**src/rtl/imem_dmem_port_arbiter.sv**
```systemverilog
// imem_dmem_port_arbiter
// Sequences the single-ported unified memory shared by instruction fetch and
// the load/store stage. Exactly one memory transaction is in flight at a time.
// Data requests win by default (older instruction), but fetch is forced in
// after MAX_DSTREAK consecutive data grants taken while fetch was waiting.
// A fetch flushed while in flight is still completed on the memory side, but
// its response is swallowed so the pipeline never sees a stale instruction.
//
// state | meaning
// IDLE  | nothing in flight; arbitrate between fetch and data
// REQ   | mem_req held high with stable mem_* until mem_gnt
// WAIT  | request accepted; waiting for mem_rvalid to route to the owner
module imem_dmem_port_arbiter #(
    parameter int DPW         = 32,
    parameter int MAX_DSTREAK = 4
) (
    input  logic           clk,
    input  logic           rst_n,
    input  logic           flushF,
    input  logic           if_req,
    input  logic [DPW-1:0] if_addr,
    output logic           if_valid,
    output logic [DPW-1:0] if_rdata,
    output logic           stallF,
    input  logic           d_req,
    input  logic           d_we,
    input  logic [DPW-1:0] d_addr,
    input  logic [DPW-1:0] d_wdata,
    input  logic [3:0]     d_be,
    output logic           d_valid,
    output logic [DPW-1:0] d_rdata,
    output logic           stallM,
    output logic           mem_req,
    output logic           mem_we,
    output logic [DPW-1:0] mem_addr,
    output logic [DPW-1:0] mem_wdata,
    output logic [3:0]     mem_be,
    input  logic           mem_gnt,
    input  logic           mem_rvalid,
    input  logic [DPW-1:0] mem_rdata
);

    typedef enum logic [1:0] {
        IDLE = 2'd0,
        REQ  = 2'd1,
        WAIT = 2'd2
    } state_t;

    typedef enum logic {
        FETCH = 1'b0,
        DATA  = 1'b1
    } owner_t;

    localparam logic [3:0] STREAK_MAX = 4'(MAX_DSTREAK);

    state_t     state;
    owner_t     owner;
    logic       kill;
    logic [3:0] dstreak;

    logic       fetch_elig;
    logic       data_elig;
    logic       streak_full;
    logic       fetch_win;
    logic       data_win;
    logic       rsp;
    logic       fetch_flushed;
    logic [3:0] dstreak_after_data;

    // Arbitration, response routing and stall generation (all combinational).
    always_comb begin
        fetch_elig    = if_req & ~flushF;
        data_elig     = d_req;
        streak_full   = (dstreak == STREAK_MAX);
        // Fetch only wins when data is absent or the starvation bound is hit.
        fetch_win     = fetch_elig & (~data_elig | streak_full);
        data_win      = data_elig & ~fetch_win;

        // Streak counts only data grants that actually made fetch wait.
        if (!if_req) begin
            dstreak_after_data = 4'd0;
        end else if (streak_full) begin
            dstreak_after_data = STREAK_MAX;
        end else begin
            dstreak_after_data = dstreak + 4'd1;
        end

        fetch_flushed = flushF & (owner == FETCH) & ((state == REQ) | (state == WAIT));

        rsp = (state == WAIT) & mem_rvalid;
        // A flush arriving together with the response must also suppress it.
        if_valid = rsp & (owner == FETCH) & ~kill & ~flushF;
        d_valid  = rsp & (owner == DATA);

        if_rdata = if_valid ? mem_rdata : '0;
        d_rdata  = d_valid  ? mem_rdata : '0;

        stallF = if_req & ~if_valid;
        stallM = d_req  & ~d_valid;
    end

    // Transaction FSM with registered memory-side outputs.
    always_ff @(posedge clk or negedge rst_n) begin
        if (!rst_n) begin
            state     <= IDLE;
            owner     <= FETCH;
            kill      <= 1'b0;
            dstreak   <= 4'd0;
            mem_req   <= 1'b0;
            mem_we    <= 1'b0;
            mem_addr  <= '0;
            mem_wdata <= '0;
            mem_be    <= 4'h0;
        end else begin
            case (state)
                IDLE: begin
                    if (fetch_win) begin
                        mem_addr  <= if_addr;
                        mem_wdata <= '0;
                        mem_be    <= 4'hF;
                        mem_we    <= 1'b0;
                        owner     <= FETCH;
                        kill      <= 1'b0;
                        dstreak   <= 4'd0;
                        mem_req   <= 1'b1;
                        state     <= REQ;
                    end else if (data_win) begin
                        mem_addr  <= d_addr;
                        mem_wdata <= d_wdata;
                        mem_be    <= d_be;
                        mem_we    <= d_we;
                        owner     <= DATA;
                        kill      <= 1'b0;
                        dstreak   <= dstreak_after_data;
                        mem_req   <= 1'b1;
                        state     <= REQ;
                    end
                end
                REQ: begin
                    // The request is never withdrawn; a flush only marks it dead.
                    if (fetch_flushed) begin
                        kill <= 1'b1;
                    end
                    if (mem_gnt) begin
                        mem_req <= 1'b0;
                        state   <= WAIT;
                    end
                end
                WAIT: begin
                    if (fetch_flushed) begin
                        kill <= 1'b1;
                    end
                    if (mem_rvalid) begin
                        state <= IDLE;
                    end
                end
                default: begin
                    mem_req <= 1'b0;
                    state   <= IDLE;
                end
            endcase
        end
    end

endmodule

```
**config.mk**
```make
export PLATFORM = sky130hd
export DESIGN_NAME = imem_dmem_port_arbiter
export DESIGN_NICKNAME = d
export VERILOG_FILES = /design/src/rtl/imem_dmem_port_arbiter.sv
export SDC_FILE = /design/constraint.sdc
export NUM_CORES = 1
export LEC_CHECK = 0
export CAP_MARGIN = 5
export CORE_ASPECT_RATIO = 0.7
export CORE_MARGIN = 2
export CORE_UTILIZATION = 27
export DETAILED_ROUTE_END_ITERATION = 8
export DONT_BUFFER_PORTS = 1
export GPL_TIMING_DRIVEN = 0
export PLACE_DENSITY = 0.38
export SLEW_MARGIN = 20
export SYNTH_ARGS = -nofsm -noshare
export SYNTH_HDL_FRONTEND = slang
export SYNTH_SLANG_ARGS = --single-unit
```
**constraint.sdc**
```tcl
create_clock -name clk -period 2.8 [get_ports clk]
set_input_delay 0.42 -clock clk [delete_from_list [all_inputs] [get_ports clk]]
set_output_delay 0.42 -clock clk [all_outputs]
set_load 0.005 [all_outputs]
```
; Word-level counts from Yosys, hierarchy flattened
; Cells that the tools add are included.
[classes]
n_addsub = 1
n_mul = 0
n_div = 0
order_cmp = 0
eq_ne = 7
n_shift = 0
mux = 28
bitwise_logic = 22
n_reduce_logical = 8
[ops]
columns = op, count
row1 = two-way mux 32 bit, 6
row2 = two-way mux 4 bit, 6
row3 = AND 1 bit, 12
row4 = two-way mux 1 bit, 9
row5 = AND reduction 3 bit, 3
row6 = two-way mux 2 bit, 4
row7 = inverter 1 bit, 8
row8 = case mux 2 bit (3 select lines), 1
row9 = "adder 4 x 1 -> 4 bit, second input constant", 1
row10 = "== test 4 x 3 -> 1 bit, second input constant", 1
row11 = "!= test 2 bit, second input constant", 2
row12 = nonzero test 2 bit, 2
row13 = "!= test 3 bit, second input constant", 1
row14 = case mux 1 bit (3 select lines), 1
row15 = "== test 2 x 1 -> 1 bit, second input constant", 1
row16 = "== test 2 bit, second input constant", 1
row17 = logical NOT 2 bit, 1
row18 = "!= test 2 x 1 -> 1 bit, second input constant", 1
row19 = OR 1 bit, 2
row20 = case mux 1 bit (2 select lines), 1
row21 = AND reduction 2 bit, 1
row22 = OR reduction 2 bit, 1
[word_totals]
register_bits = 78
latch_bits = 0
ramBits = 0
mem_bits_ro = 0
input_bits = 140
out_inout_bits = 138
wordCells = 75
memories = 0

; Longest topological paths before layout
[logic_depth]
ltp_word = 8
depth_mapped = 8
ltp_nobuf = 6

; Least setup slack after synthesis
; OpenSTA, ideal clock, no wires.
[synth_timing]
kind = flip-flop to output port
from = register state[0]
to = output port if_rdata[22]
arrival_time_ns = 1.473
required_time_ns = 2.380
path_slack_ns = 0.907
stages_incl_launch_ff = 7
path_buffers = 1
path_cell_list = dfrtp_1 > inv_1 > ha_1 > nand2_1 > nor4_2 > clkbuf_1 > and2_1
[synth_via]
elab_chain_cells = 6
[synth_rtl]
columns = item, line
row1 = "start, declared", 56  ; state_t state;
row2 = "start signal, assigned", 105  ; state <= IDLE;
row3 = "start signal, assigned", 126  ; state <= REQ;
row4 = "start signal, assigned", 136  ; state <= REQ;
row5 = == test 2 bit, 90  ; rsp = (state == WAIT) & mem_rvalid;
row6 = AND 1 bit, 90
row7 = AND 1 bit (3 in series), 92  ; if_valid = rsp & (owner == FETCH) & ~kill & ~flushF;
row8 = via if_valid, 22  ; output logic if_valid,
row9 = two-way mux 32 bit, 95  ; if_rdata = if_valid ? mem_rdata : '0;
row10 = "end, declared", 23  ; output logic [DPW-1:0] if_rdata,
; The timed path passes the listed nets, and every way through them passes these cells.

; Final worst setup path
[layout_timing]
from = register state[0]
to = output port if_rdata[29]
; The elaborated chain is that of the path after synthesis.

==> summary.md <==
| Metric | Value |
|---|---|
| Cell row count | 39 |
| Worst slew margin | 0.637 |
| Final #Nets | 670 |
| R2R Setup Slk | between 700 and 800 ps |
| Static Leak | around 2.3 nW |
| Max VDD drop | approximately 0.29 mV |
| Hold path start | d_wdata[19] |
| Main flop type after synthesis | dfrtp_1 |
| Pin count of the biggest net entering global routing | slightly below 80 |
| PwrDens | 1070 nW/µm² |
| IO Pins | 278 |
| Setup TNS | 0 ps |
| Critical path type | reg2out |
| DRT Wirelength | between 15 and 20 mm |
| Skew final | about 6.7 ps |
| I/O Buffers | 0 |
| DRT Pass-1 Iters | 4 |
| RSZ-0062 raised after global routing | no |
| Critical path's largest stage delay | between 400 and 500 ps |
| WHS Path Cells | 2 |
| Worst path cell trace | inv_1, ha_1, nand2_1, nor4_4, clkbuf_1, and2_1 |
| Post-DP HPWL | about 12 mm |
| Reg area | between 1500 and 2000 µm² |
| DP Worst Slack | around 420 ps |
| Initial core utilization | 0.280 |
| GRT Overall Usage | 0.176 |
| Endpoints failing setup | 0 |
| Status | complete, no violations |
| Worst setup margin | approximately 250 ps |
| Vias per inst | between 5 and 6 |
| CP max-delay cell | dfrtp_1 |
| Crit Reg-Reg Startpoint | state[1] |
| Initial DRC Count | 179 |
| Routability cong. | 0.987 |
| CP startpoint kind | flip-flop |
| Clock-pin transition on the worst setup and hold timing paths | roughly 70 ps |
| Critical Path Sink Type | primary output |
| Share of cells above drive strength 1 | 0.204 |
| Post-synthesis sequential area ratio | 0.422 |
| Vias | approximately 3900 |
| Filler cells | ~1700 |
| Root Driver | clkbuf_16 |
| Hold path endpoint | mem_wdata[19] |
| Post-synth EDFFs | 0 |
| Die extent in y | 114 µm |
| Initial antenna violation count | 4 |
| Final core utilization | 0.321 |
| TritonCTS Buffers | 9 |
| Die ar. | between 15000 and 20000 µm² |
| Hold crit path type | in2reg |
| Worst-Margin Slew | ~540 ps |
| Most frequent cells in the layout | dfrtp_1, nor2_1, nand2_1 |
| DR WL/cell | 21.2 µm |
| Ys async rst share | 1.00 |
| Flops & latches, synth | 78 |
| CTS tree | built |
| Synth unique cells | 42 |
| First-pass GRT wire length | between 20 and 25 mm |
| Crit path max-delay family | simple AND/OR/NAND/NOR gates |
| Post-CTS Setup Bufs | 0 |
| Most common cell after layout, fill and taps aside | dfrtp_1 |
| Global route total overflow | 0 |
| Vias in the first global route | between 3000 and 4000 |
| DRT antenna net count | 0 |
| Post-Syn Instances | ~510 |
| Max-cap violations | 0 |
| Non-filler instance count after layout | 762 |
| Post-synth net total | between 600 and 700 |
| Cell area after synthesis | roughly 4600 µm² |
| Chip width | between 150 and 200 µm |
| Mapped Avg Cell Area | ~9.1 µm² |
| Crit path DAT | approximately 2100 ps |
| CTS Buffer Depth | 2 |
| Crit path buf inv count | 2 |
| # DRC | 0 |
| Worst r2r path cells | 7 |
| Final period utilization | 0.909 |
| CTS Sinks | roughly 80 |
| Worst path required time | approximately 2400 ps |
| Hold Vio Cnt, Final | 0 |
| Inst Count DP | about 740 |
| Crit path time final | roughly 2500 ps |
| Worst-skew pair later-pin latency | 340 ps |
| Core Region | 16500 µm² |
| Area grow syn2layout | 14.7% |
| Fmax achieved | 393 MHz |
| Crit Path Max Fanout | 10 |
| Multi-input gate area | 2470 µm² |
| RR Endpoint | mem_addr[12] |
| Synth Warn # | 0 |
| Worst hold slack | slightly below 200 ps |
| Final slew viol count | 0 |
| H-tree levels | 3 |
-- layer usage --
metal / wire, µm / track usage / part of all wire / vias to the layer above
li1: - / - / - / 1797
met4: 403 / 0.0847 / 0.025 / 0
met3: 1170 / 0.0520 / 0.072 / 21
met2: 8140 / 0.294 / 0.50 / 174
met1: 6430 / 0.210 / 0.40 / 1913
met5: 0 / 0 / 0 / -
-- timing repair --
item	4_1_cts	5_1_grt
endpoints found under the hold margin	78	0
gates resized for setup	0	2
setup endpoints to repair	0	29
hold buffers	2	0
-- synthesized netlist by cell type (2+ instances only) --
master,number,area (µm²)
o221ai_1,2,17.5
nor2_1,77,289
nand4_1,3,18.8
o21ai_1,4,20.0
nor2b_1,3,18.8
nand2_1,68,255
clkbuf_1,14,52.6
inv_1,6,22.5
buf_4,4,30.0
buf_2,17,85.1
nand3_1,36,180
dfrtp_1,78,1950
o221ai_2,30,450
ha_1,6,75.1
buf_1,2,7.51
or3_1,32,200
nor3_1,3,15.0
clkbuf_2,3,15.0
a21oi_1,7,35.0
nor3_2,30,300
nand2b_1,2,12.5
and2_1,64,400
-- sequential cells by signal (all words and copies together), names as in the netlist --
| register | cells |
|---|---|
| mem_addr | 32 |
| mem_wdata | 32 |
| dstreak | 4 |
| mem_be | 4 |
| state | 2 |
| kill | 1 |
| mem_req | 1 |
| mem_we | 1 |
| owner | 1 |
-- cells by family (layout without fill, tap and decap cells) --
kind of cell,Yosys count,in the layout,share of synthesized area
buffers and inverters,47,65,0.0468
muxes,2,2,0.00460
adders and majority gates,6,6,0.0162
and+or+nand+nor,323,323,0.375
other,0,8,0
DFF,78,78,0.422
AOI/OAI and AO/OA,55,55,0.135
-- area by class of cell --
class                   count  area share
clock inverters             7      0.0198
multi-input cells         386       0.465
well taps                 225      0.0531
diodes                      8     0.00377
clock buffers               9      0.0424
repair buffers              2     0.00707
inverters                   7     0.00495
plain buffers              40      0.0358
flip-flops and latches     78       0.368
-- worst max-delay path by stage --
stage / start / endpoint / depth (start not counted)
finish: state[0] / if_rdata[29] / 6
global placement: state[0] / if_rdata[27] / 6
detailed placement: state[0] / if_rdata[28] / 6
global route: state[0] / if_rdata[29] / 6
CTS: state[0] / if_rdata[28] / 6
floorplan: state[0] / if_rdata[22] / 6
-- metrics by stage --
stage / total power [mW] / instance area (µm²)
after detailed placement: 4.38 / 4910
after global placement: 4.31 / 4910
final: 5.68 / 5310
after CTS: 5.77 / 5280
after floorplan: 3.80 / 4630
after global routing: 6.14 / 5310
-- where the power goes --
group / leakage [nW] / switching, mW / total (mW) / internal [mW]
Combinational: 1.15 / 1.20 / 2.12 / 0.920
Sequential: 0.957 / 0.568 / 2.24 / 1.67
Clock: 0.159 / 0.517 / 1.31 / 0.795
Total: 2.26 / 2.29 / 5.68 / 3.39
No activity file was read; power rests on OpenSTA's default activity.
==> variant 1: new RTL, same settings <==
`DPW`: 32 -> 16.
--- a/src/rtl/imem_dmem_port_arbiter.sv
+++ b/src/rtl/imem_dmem_port_arbiter.sv
@@ -13,3 +13,3 @@
 module imem_dmem_port_arbiter #(
-    parameter int DPW         = 32,
+    parameter int DPW         = 16,
     parameter int MAX_DSTREAK = 4
Ports: changed (8 resized); port bits go from 278 to 150. No check against the original RTL was run, so the function may have changed too.
==> variant 1 against the original RTL <==
- via count shrank 35%
- clock skew grew 0.0071 ns
- clock power shrank 53%
- routed wire length shrank 41%
- worst setup slack gained 0.058 ns
- sequential cell count shrank 32
- utilization shrank 0.60 points
- maximum frequency grew 2.4%
- power shrank 44%
- critical path depth is the same
- cell area shrank 38%
- combinational power shrank 38%
- synthesized area shrank 37%
- critical path type unchanged
- critical endpoint is now d_rdata[11]
- largest cell class unchanged
==> variant 1: results (changes against the original RTL) <==
Net count after synthesis -> 398 (was 657)
Biggest regs -> mem_addr (16), mem_wdata (16) (was mem_addr (32), mem_wdata (32))
Invs w/o clock -> 29 (was 7)
Multi-In Gates -> 216 (was 386)
First-pass GRT wire length -> 14,600 um (was 24,300 um)
FF-to-FF setup slack -> 0.70 ns (was 0.75 ns)
Pwr Density -> 973 nW/um2 (was 1070 nW/um2)
Critical Path End -> d_rdata[11] (was if_rdata[29])
Met3 routed WL -> 773 um (was 1170 um)
RD Place Congestion -> 0.727 (was 0.987)
Met2 Track Usage GR -> 25.0% (was 29.4%)
Outcome -> finished clean (unchanged)
Worst skew pair latency -> 0.30 ns (was 0.34 ns)
Leakage -> 1.34 nW (was 2.26 nW)
Mux cell area share after synthesis -> 0.385% (was 0.460%)
Synth Register Bits -> 46 (was 78)
Dpl cells -> 448 (was 736)
Area Growth Syn to Fin -> 12.3% (was 14.7%)
Int Pwr -> 1.84 mW (was 3.39 mW)
Worst flop-to-flop path startpoint -> dstreak[0] (was state[1])
H-tree levels -> 2 (was 3)
Met3 GRT Util -> 4.89% (was 5.20%)
Diode count -> 0 (was 8)
Post-DP HPWL -> 6890 um (was 12,400 um)
Met1 Usage GRT -> 22.1% (was 21.0%)
FF/Latch Area -> 1150 um2 (was 1950 um2)
Distinct cells, synth -> 44 (was 42)
## variant 1: cell types whose count changed after synthesis, moves of 17 or more
| cell | unedited run | this run |
|---|---|---|
| and2_1 | 64 | 32 |
| dfrtp_1 | 78 | 46 |
| inv_1 | 6 | 28 |
| nand2_1 | 68 | 3 |
| nand3_1 | 36 | 1 |
| nor2_1 | 77 | 19 |
| nor3_2 | 30 | 0 |
| o221ai_2 | 30 | 0 |
| o2bb2ai_1 | 0 | 17 |
| or3_1 | 32 | 0 |
## variant 1: worst min path at each step
stage	from	endpoint	slack, ns	cells after the start
finish	if_addr[5]	mem_addr[5]	0.27	2
global route	if_addr[5]	mem_addr[5]	0.27	2
CTS	if_addr[5]	mem_addr[5]	0.26	2
detailed placement	rst_n	mem_addr[2]	0.13	0
global placement	rst_n	mem_addr[2]	0.13	0
floorplan	rst_n	dstreak[0]	0.12	0
## variant 1: repair_timing
action,in CTS,in global routing
hold buffers,2,0
hold endpoints to repair,46,0
setup endpoints to repair,0,8
gates resized for setup,0,1
==> variant 2: new RTL, same flow settings <==
Without the edit above. Encoding of `state_t`: now one-hot (3 bits for 3 states).
--- a/src/rtl/imem_dmem_port_arbiter.sv
+++ b/src/rtl/imem_dmem_port_arbiter.sv
@@ -42,6 +42,6 @@
 
-    typedef enum logic [1:0] {
-        IDLE = 2'd0,
-        REQ  = 2'd1,
-        WAIT = 2'd2
+    typedef enum logic [2:0] {
+        IDLE = 3'b001,
+        REQ  = 3'b010,
+        WAIT = 3'b100
     } state_t;
Behaviour: no difference found for any inputs over 4 cycles, from zero or initial values and one cycle with rst_n low; so few cycles prove little.
==> variant 2 against the original RTL <==
- cell area down 16%
- worst setup slack better by 0.19 ns
- global-route usage down 3.7 points
- first-iteration DRC count down 34%
- combinational power down 42%
- die area down 16%
- critical path depth down 1
- clock power down 5%
- via count down 29%
- routed wire length down 34%
- sequential cell count up 1
- power down 18%
- synthesized area down 16%
- critical path type unchanged
- highest routed layer unchanged
==> variant 2: results (changes against the original RTL) <==
Synth top area cells -> dfrtp_1, and2_1, mux2i_1 (was dfrtp_1, o221ai_2, and2_1)
Routed via count -> 2,778 (was 3,905)
Pwr Density -> 1040 nW/um2 (was 1070 nW/um2)
Cts bufs inserted -> 9 (unchanged)
CP Max Fanout -> 10 (unchanged)
Crit path DAT -> 1.93 ns (was 2.13 ns)
Initial DRC count -> 119 (was 179)
CP peak stage delay -> 0.45 ns (was 0.41 ns)
Worst skew pair latency -> 0.34 ns (about the same)
Worst hold path class -> primary input to flip-flop (unchanged)
Clk pin slew, worst setup/hold paths -> 0.06 ns
RD Place Congestion -> 0.711 (was 0.987)
Biggest regs -> mem_addr (32), mem_wdata (32) (unchanged)
Dpl cells -> 543 (was 736)
Cts repair resizes -> 0 (unchanged)
Clock root cell -> clkbuf_16 (unchanged)
Area Growth Syn to Fin -> 15.3% (was 14.7%)
Vias in the first global route -> 2,851 (was 3,996)
GRT Total Usage -> 13.9% (was 17.6%)
Peak supply drop -> 0.294 mV (was 0.292 mV)
Distinct cells, synth -> 42 (unchanged)
Outcome -> finished clean (unchanged)
Clk_skew -> 0.0110 ns (was 0.00669 ns)
Sw Ratio -> 35.1% (was 40.3%)
Clock share of power -> 26.7% (was 23.1%)
Top cells by count, synth -> dfrtp_1, and2_1, a21oi_1, a22o_1, nor2_1 (was dfrtp_1, nor2_1, nand2_1, and2_1, nand3_1)
Largest net degree at the start of global routing -> 80 (was 79)
Async SR Flop Fraction -> 100% (unchanged)
Post-DP HPWL -> 7900 um (was 12,400 um)
Diode count -> 0 (was 8)
DP Area -> 4110 um2 (was 4910 um2)
Bufs on Longest Clock Path -> 2 (unchanged)
Comb. pwr -> 1.24 mW (was 2.12 mW)
Share of layout cells above drive strength 1 -> 13.2% (was 20.4%)
Crit-path leading delay family -> simple AND/OR/NAND/NOR gates (unchanged)
Initial antenna violation count -> 0 (was 4)
First-pass GRT wire length -> 16,600 um (was 24,300 um)
Slew margin rel. -> 63.7% (about the same)
Avg Synthesized Cell Area -> 11.0 um2 (was 9.05 um2)
Fill count -> 1,448 (was 1,736)
Nets -> 508 (was 670)
CP max stage cell -> dfrtp_1 (unchanged)
Leakage -> 1.88 nW (was 2.26 nW)
Final non-filler cell total -> 561 (was 762)
Net count after synthesis -> 495 (was 657)
DR WL/cell -> 19.0 um (was 21.2 um)
H-tree levels -> 3 (unchanged)
Placement Setup Slack -> 0.782 ns (was 0.416 ns)
Sequential cell area fraction in the yosys report -> 51.1% (was 42.2%)
TritonRoute pass-1 iters -> 4 (unchanged)
==> variant 2: changes by cell type after synthesis, sizes merged, moves of 32 or more <==
cell | before | now
a22o | 0 | 34
nand2 | 68 | 5
nand3 | 36 | 2
nor2 | 78 | 35
o221ai | 32 | 0
or3 | 32 | 0
==> variant 2: cell type report <==
class                   count  share of cell area (%)
plain buffers              26                    4.37
clock buffers              11                    5.66
clock inverters             5                    1.43
inverters                   4                   0.337
multi-input cells         244                    37.7
flip-flops and latches     79                    44.3
well taps                 190                    5.33
repair buffers              2                   0.841
==> variant 2: final timing paths <==
kind                       slack, ns  cells after the start  startpoint            to
setup reg to reg                0.85                      8  dstreak[0]  mem_addr[27]
setup / recovery                0.45                      5    state[2]  if_rdata[13]
min in group asynchronous       0.63                      2       rst_n  mem_addr[23]
hold reg to reg                 0.48                      1  dstreak[3]    dstreak[3]
hold / removal                  0.18                      2  mem_rvalid      state[0]
max in group asynchronous       1.80                      2       rst_n      state[0]
==> variant 2: cell families (layout without fill, tap and decap cells) <==
kind of cell / Yosys count / count (layout) / synth area share (%)
buf+inv: 30 / 48 / 5.43
flops: 79 / 79 / 51.1
fa+ha+maj: 2 / 2 / 0.647
mux: 32 / 32 / 8.28
xor+xnor: 1 / 1 / 0.226
simple gates: 120 / 120 / 18.0
compound gates: 89 / 89 / 16.3
==> variant 2: routing by layer <==
| metal | global-route usage (%) | wire length, um | vias up |
|---|---|---|---|
| met4 | 4.19 | 128 | 0 |
| met1 | 18.6 | 4750 | 1363 |
| li1 | - | - | 1255 |
| met2 | 20.7 | 4790 | 149 |
| met3 | 5.57 | 973 | 11 |
| met5 | 0 | 0 | - |
==> variant 2: what timing repair did <==
item	in CTS	in global routing
setup buffers	0	0
hold buffers	2	0
hold endpoints to repair	79	0
